==> config.mk <==
export PLATFORM = sky130hd
export DESIGN_NAME = r2r_dac_slew_driver
export DESIGN_NICKNAME = d
export VERILOG_FILES = /design/src/rtl/r2r_dac_slew_driver.sv
export SDC_FILE = /design/constraint.sdc
export NUM_CORES = 1
export LEC_CHECK = 0
export ABC_CLOCK_PERIOD_IN_PS = 5300
export BUFFER_PORTS_ARGS = -buffer_cell sky130_fd_sc_hd__buf_4
export CORE_UTILIZATION = 40
export CTS_CLUSTER_SIZE = 14
export DETAILED_ROUTE_END_ITERATION = 10
export PLACE_DENSITY_LB_ADDON = 0.05
export SYNTH_ARGS = -nofsm -noshare
export SYNTH_HDL_FRONTEND = slang
export SYNTH_SLANG_ARGS = --single-unit
==> constraint.sdc <==
create_clock -name clk -period 5.3 [get_ports clk]
set_input_delay 1.06 -clock clk [delete_from_list [all_inputs] [get_ports clk]]
set_output_delay 1.06 -clock clk [all_outputs]
set_load 0.01 [all_outputs]
==> src/rtl/r2r_dac_slew_driver.sv <==
// Millivolt-to-code driver for an R-2R ladder DAC: scales a 0..FULL_SCALE_MV setpoint to a code,
// then slews the ladder output one LSB every STEP_CYCLES clocks until it reaches that code.
module r2r_dac_slew_driver #(
    parameter int unsigned WIDTH         = 8,
    parameter int unsigned FULL_SCALE_MV = 3300,
    parameter int unsigned SCALE_K       = 20257,
    parameter int unsigned STEP_CYCLES   = 256
) (
    input  logic             clk,
    input  logic             reset,
    input  logic             enable,
    input  logic             load,
    input  logic [15:0]      target_mV,
    output logic             ready,
    output logic             busy,
    output logic             settled,
    output logic [WIDTH-1:0] target_code,
    output logic [WIDTH-1:0] r2r_out
);

    localparam int unsigned CntW = (STEP_CYCLES > 1) ? $clog2(STEP_CYCLES) : 1;
    localparam logic [CntW-1:0] CntMax = CntW'(STEP_CYCLES - 1);
    localparam logic [15:0] FullMv = 16'(FULL_SCALE_MV);
    localparam logic [31:0] RoundHalf = 32'h0002_0000;

    typedef enum logic [1:0] {StIdle, StMul, StRnd, StSlew} state_e;

    state_e            state_q, state_d;
    logic [15:0]       mv_q, mv_d;
    logic [31:0]       prod_q, prod_d;
    logic [WIDTH-1:0]  code_q, code_d;
    logic [WIDTH-1:0]  out_q, out_d;
    logic              settled_q, settled_d;
    logic [CntW-1:0]   cnt_q, cnt_d;

    logic [31:0]       round_sum;
    logic [31:0]       shifted;
    logic [WIDTH-1:0]  code_sat;
    logic [WIDTH-1:0]  step_out;
    logic              accept;

    // Fixed-point scale: code = round(mv * SCALE_K / 2^18), saturated to the ladder range.
    assign round_sum = prod_q + RoundHalf;
    assign shifted   = round_sum >> 18;
    assign code_sat  = (|(shifted >> WIDTH)) ? '1 : shifted[WIDTH-1:0];
    assign step_out  = (code_q > out_q) ? out_q + 1'b1 : out_q - 1'b1;

    assign ready       = enable && (state_q == StIdle || state_q == StSlew);
    assign busy        = (state_q != StIdle);
    assign accept      = load && ready;
    assign settled     = settled_q;
    assign target_code = code_q;
    assign r2r_out     = out_q;

    always_comb begin
        state_d   = state_q;
        mv_d      = mv_q;
        prod_d    = prod_q;
        code_d    = code_q;
        out_d     = out_q;
        settled_d = settled_q;
        cnt_d     = cnt_q;

        if (!enable) begin
            state_d   = StIdle;
            out_d     = '0;
            code_d    = '0;
            settled_d = 1'b0;
            cnt_d     = '0;
        end else if (accept) begin
            // Also covers retarget during a slew: the output holds and the new slew starts here.
            mv_d      = (target_mV > FullMv) ? FullMv : target_mV;
            settled_d = 1'b0;
            cnt_d     = '0;
            state_d   = StMul;
        end else begin
            unique case (state_q)
                StMul: begin
                    prod_d  = {16'd0, mv_q} * SCALE_K;
                    state_d = StRnd;
                end
                StRnd: begin
                    code_d = code_sat;
                    if (code_sat == out_q) begin
                        state_d   = StIdle;
                        settled_d = 1'b1;
                    end else begin
                        state_d = StSlew;
                    end
                end
                StSlew: begin
                    if (cnt_q == CntMax) begin
                        cnt_d = '0;
                        out_d = step_out;
                        if (step_out == code_q) begin
                            state_d   = StIdle;
                            settled_d = 1'b1;
                        end
                    end else begin
                        cnt_d = cnt_q + 1'b1;
                    end
                end
                default: begin
                end
            endcase
        end
    end

    always_ff @(posedge clk or posedge reset) begin
        if (reset) begin
            state_q   <= StIdle;
            mv_q      <= '0;
            prod_q    <= '0;
            code_q    <= '0;
            out_q     <= '0;
            settled_q <= 1'b0;
            cnt_q     <= '0;
        end else begin
            state_q   <= state_d;
            mv_q      <= mv_d;
            prod_q    <= prod_d;
            code_q    <= code_d;
            out_q     <= out_d;
            settled_q <= settled_d;
            cnt_q     <= cnt_d;
        end
    end

endmodule

==> summary.txt <==
Routing
  – Drt total wl: 15.8 mm
  – Vias: 5047
  – DR vias/cell: 5.40
  – Drt first pass iters: 5
  – Drt wl/cell: 16.9 um
  – Detail Route Antenna Nets: 0
  – Residual DRC: 0
  – Initial DRC count: 157

Yosys
  – Synth area leaders: ha_1 24%, dfrtp_1 21%, fa_1 18%
  – Register bit total from synthesis: 57
  – Post-synthesis sequential area ratio: 0.214
  – XOR/XNOR Fraction of Synth Area: 0.0436
  – Mean post-synth cell area: 10.1 um^2
  – Compound-Gate Fraction of Synth Area: 0.143
  – Post-synthesis cell area: 0.00666 mm^2
  – Post-synth EDFFs: 0
  – Synth warnings: 0
  – FFs w/ async S/R, synth: 1.00
  – Post-Syn Instances: 657
  – Fraction of the mapped netlist area in adder cells: 0.422
  – Synth top cells by count: 127 x ha_1, 78 x inv_1, 61 x fa_1
  – Syn Nets: 865
  – Main flop type after synthesis: dfrtp_1
  – Synth area leader: ha_1
  – Most common cell in the synthesized netlist: ha_1
  – Post-Synth Simple-Gate Area: 0.114
  – Top cell type's share of synthesized area: 0.238
  – Largest family of logic cells by synthesized area: adder cells
  – Yosys cell types: 64
  – Mux cell area share after synthesis: 0.00977

Global route
  – Largest net degree at the start of global routing: 58
  – Overflow after GRT: 0
  – Tot GR Track Use: 0.202
  – First-pass GRT wire length: 26.2 mm
  – Vias in the first global route: 5161
  – Initial antenna violation count: 0

Place
  – DP Wirelength: 12.9 mm
  – Placed insts: 919
  – I/O Buffers: 38
  – Placer Congestion: 0.841

Clock tree
  – CTS Sinks: 57
  – Worst-Skew Late Latency: 340 ps
  – Hold Buf Count CTS: 0
  – Worst-path clk slew: 50 ps
  – Clock root buffer: clkbuf_16
  – Bufs on Longest Clock Path: 2
  – CTS tree: built
  – H-tree levels: 3
  – Post-CTS Setup Bufs: 0
  – Num CTS Buffers: 9

Power and ir drop
  – Comb power frac: 0.757
  – Net Sw Frac: 0.484
  – Total power: 4.92 mW
  – Peak supply drop: 0.000489 V
  – Pwr dens: 647 mW/mm^2
  – Sequential power share: 0.130
  – Int Pwr: 2.54 mW
  – NetSw: 2.38 mW
  – P_leak: 3.84 nW
  – Clock power frac: 0.112

Setup path
  – Crit Path Max Fanout: 4
  – Startpoint Class: register
  – Setup CP Type: reg2reg
  – Req. time, crit path: 5570 ps
  – Worst path arrival time: 5390 ps
  – Crit. End Element: register

Timing
  – Tmin final: 5120 ps
  – Hold_ws: 498 ps
  – Period utilisation layout: 0.966
  – Final Hold Viols: 0
  – Finish-stage setup viols: 0
  – Slew @ Worst Pin: 1090 ps
  – Clock Skew: 8.18 ps
  – Fmax: 195 MHz
  – Slew headroom: 0.267
  – Fin. max-slew vios: 0

Floorplan
  – # IOs: 39
  – Die area: 0.0172 mm^2
  – Die X: 131 um
  – Core ar.: 0.0161 mm^2
  – Die Y: 131 um
  – # rows: 46
  – Starting Density: 0.415

Flow run
  – MaxCap Viol Count: 0

Final layout
  – Area grow syn2layout: 14.1%
  – Layout cells sized above 1: 0.132
  – ANT cells: 0
  – # nets final: 922
  – Fillers: 1516
  – Non-Filler Instances: 935

Outcome
  – Status: completed

Hold path
  – HP Class: reg2reg
[cells by family after synthesis]
logic type / after synthesis
adders and majority gates: 188
and+or+nand+nor: 146
muxes: 6
xor gates and xnor gates: 30
buffers and inverters: 90
DFF: 57
AOI/OAI and AO/OA: 140
[metal layers]
layer / part of all wire / wire length, um / global-route usage
met5: 0 / 0 / 0
met4: 0.012 / 186 / 0.0609
met3: 0.029 / 461 / 0.0304
met2: 0.48 / 7540 / 0.326
met1: 0.48 / 7580 / 0.279
[cells in the final DEF (no fill, tap or decap), types with 7 or more instances in the layout]
cell       instances
a21oi_1           28
nor2_1            29
nand4_1           10
ha_1             126
o21a_1             7
a21o_1            10
inv_1             77
o211ai_1           8
nor3_1            10
fa_1              61
nand2_1           42
xnor2_1           18
a22o_1             7
nand3_1           15
xor2_1            10
clkbuf_16          9
dfrtp_1           55
and3_1             8
buf_4             58
o21ai_0           26
[registers in the layout, indices dropped and copies added (netlist names)]
signal and cells:
target_code 8, cnt_q 8, settled 1, state_q 2
mv_q 16, r2r_out 8, prod_q 14
[worst paths after layout]
kind,endpoint,slack (ps),cells after the start,start
max in group asynchronous,mv_q[8],3800,3,reset
min reg2reg,prod_q[28],500,2,prod_q[28]
max reg2reg,prod_q[30],180,17,mv_q[4]
min,prod_q[28],500,2,prod_q[28]
min in group asynchronous,mv_q[1],950,3,reset
max,prod_q[30],180,17,mv_q[4]
[power by group through the flow]
stage	registers (mW)	logic (mW)	clock network, mW
floorplan	0.607	2.88	0
global placement	0.644	3.64	0
detailed placement	0.650	3.67	0
CTS	0.643	3.71	0.567
global route	0.656	4.25	0.587
finish	0.642	3.73	0.552
[through the flow]
step           setup slack, ps  setup TNS (ps)  utilization  area [um^2]
2_1_floorplan              401               0            -         6660
3_3_place_gp               124               0        0.455         7300
3_5_place_dp              74.1               0        0.455         7300
4_1_cts                   65.5               0        0.472         7580
5_1_grt                  -15.3           -20.4        0.474         7600
6_report                   179               0        0.474         7600
[critical path, cell delays in order, from the launching register on]
cell and delay [ps]:
dfrtp_1 430, fa_1 500, ha_1 290, inv_1 50, fa_1 530, inv_1 60, fa_1 500, fa_1 490
ha_1 310, ha_1 350, and4_1 250, nand3_1 110, o211ai_1 280, o21ai_2 120, a21oi_2 230, nor3_1 100
or4_1 400, nand3_1 70
[what timing repair did]
action	CTS	global route
setup endpoints to repair	0	6
resized for setup	0	8
endpoints found under the hold margin	0	0
[cell type report]
class / instances / area, um^2 / area share
tap: 216 / 270 / 0.0355
multi-input combinational: 510 / 4900 / 0.645
clock inverter: 3 / 15.0 / 0.00197
clock buffer: 13 / 260 / 0.0342
sequential: 57 / 1430 / 0.188
timing repair buffer: 58 / 435 / 0.0573
inverter: 78 / 293 / 0.0385
Note: power is estimated with default switching activity, not from simulation.
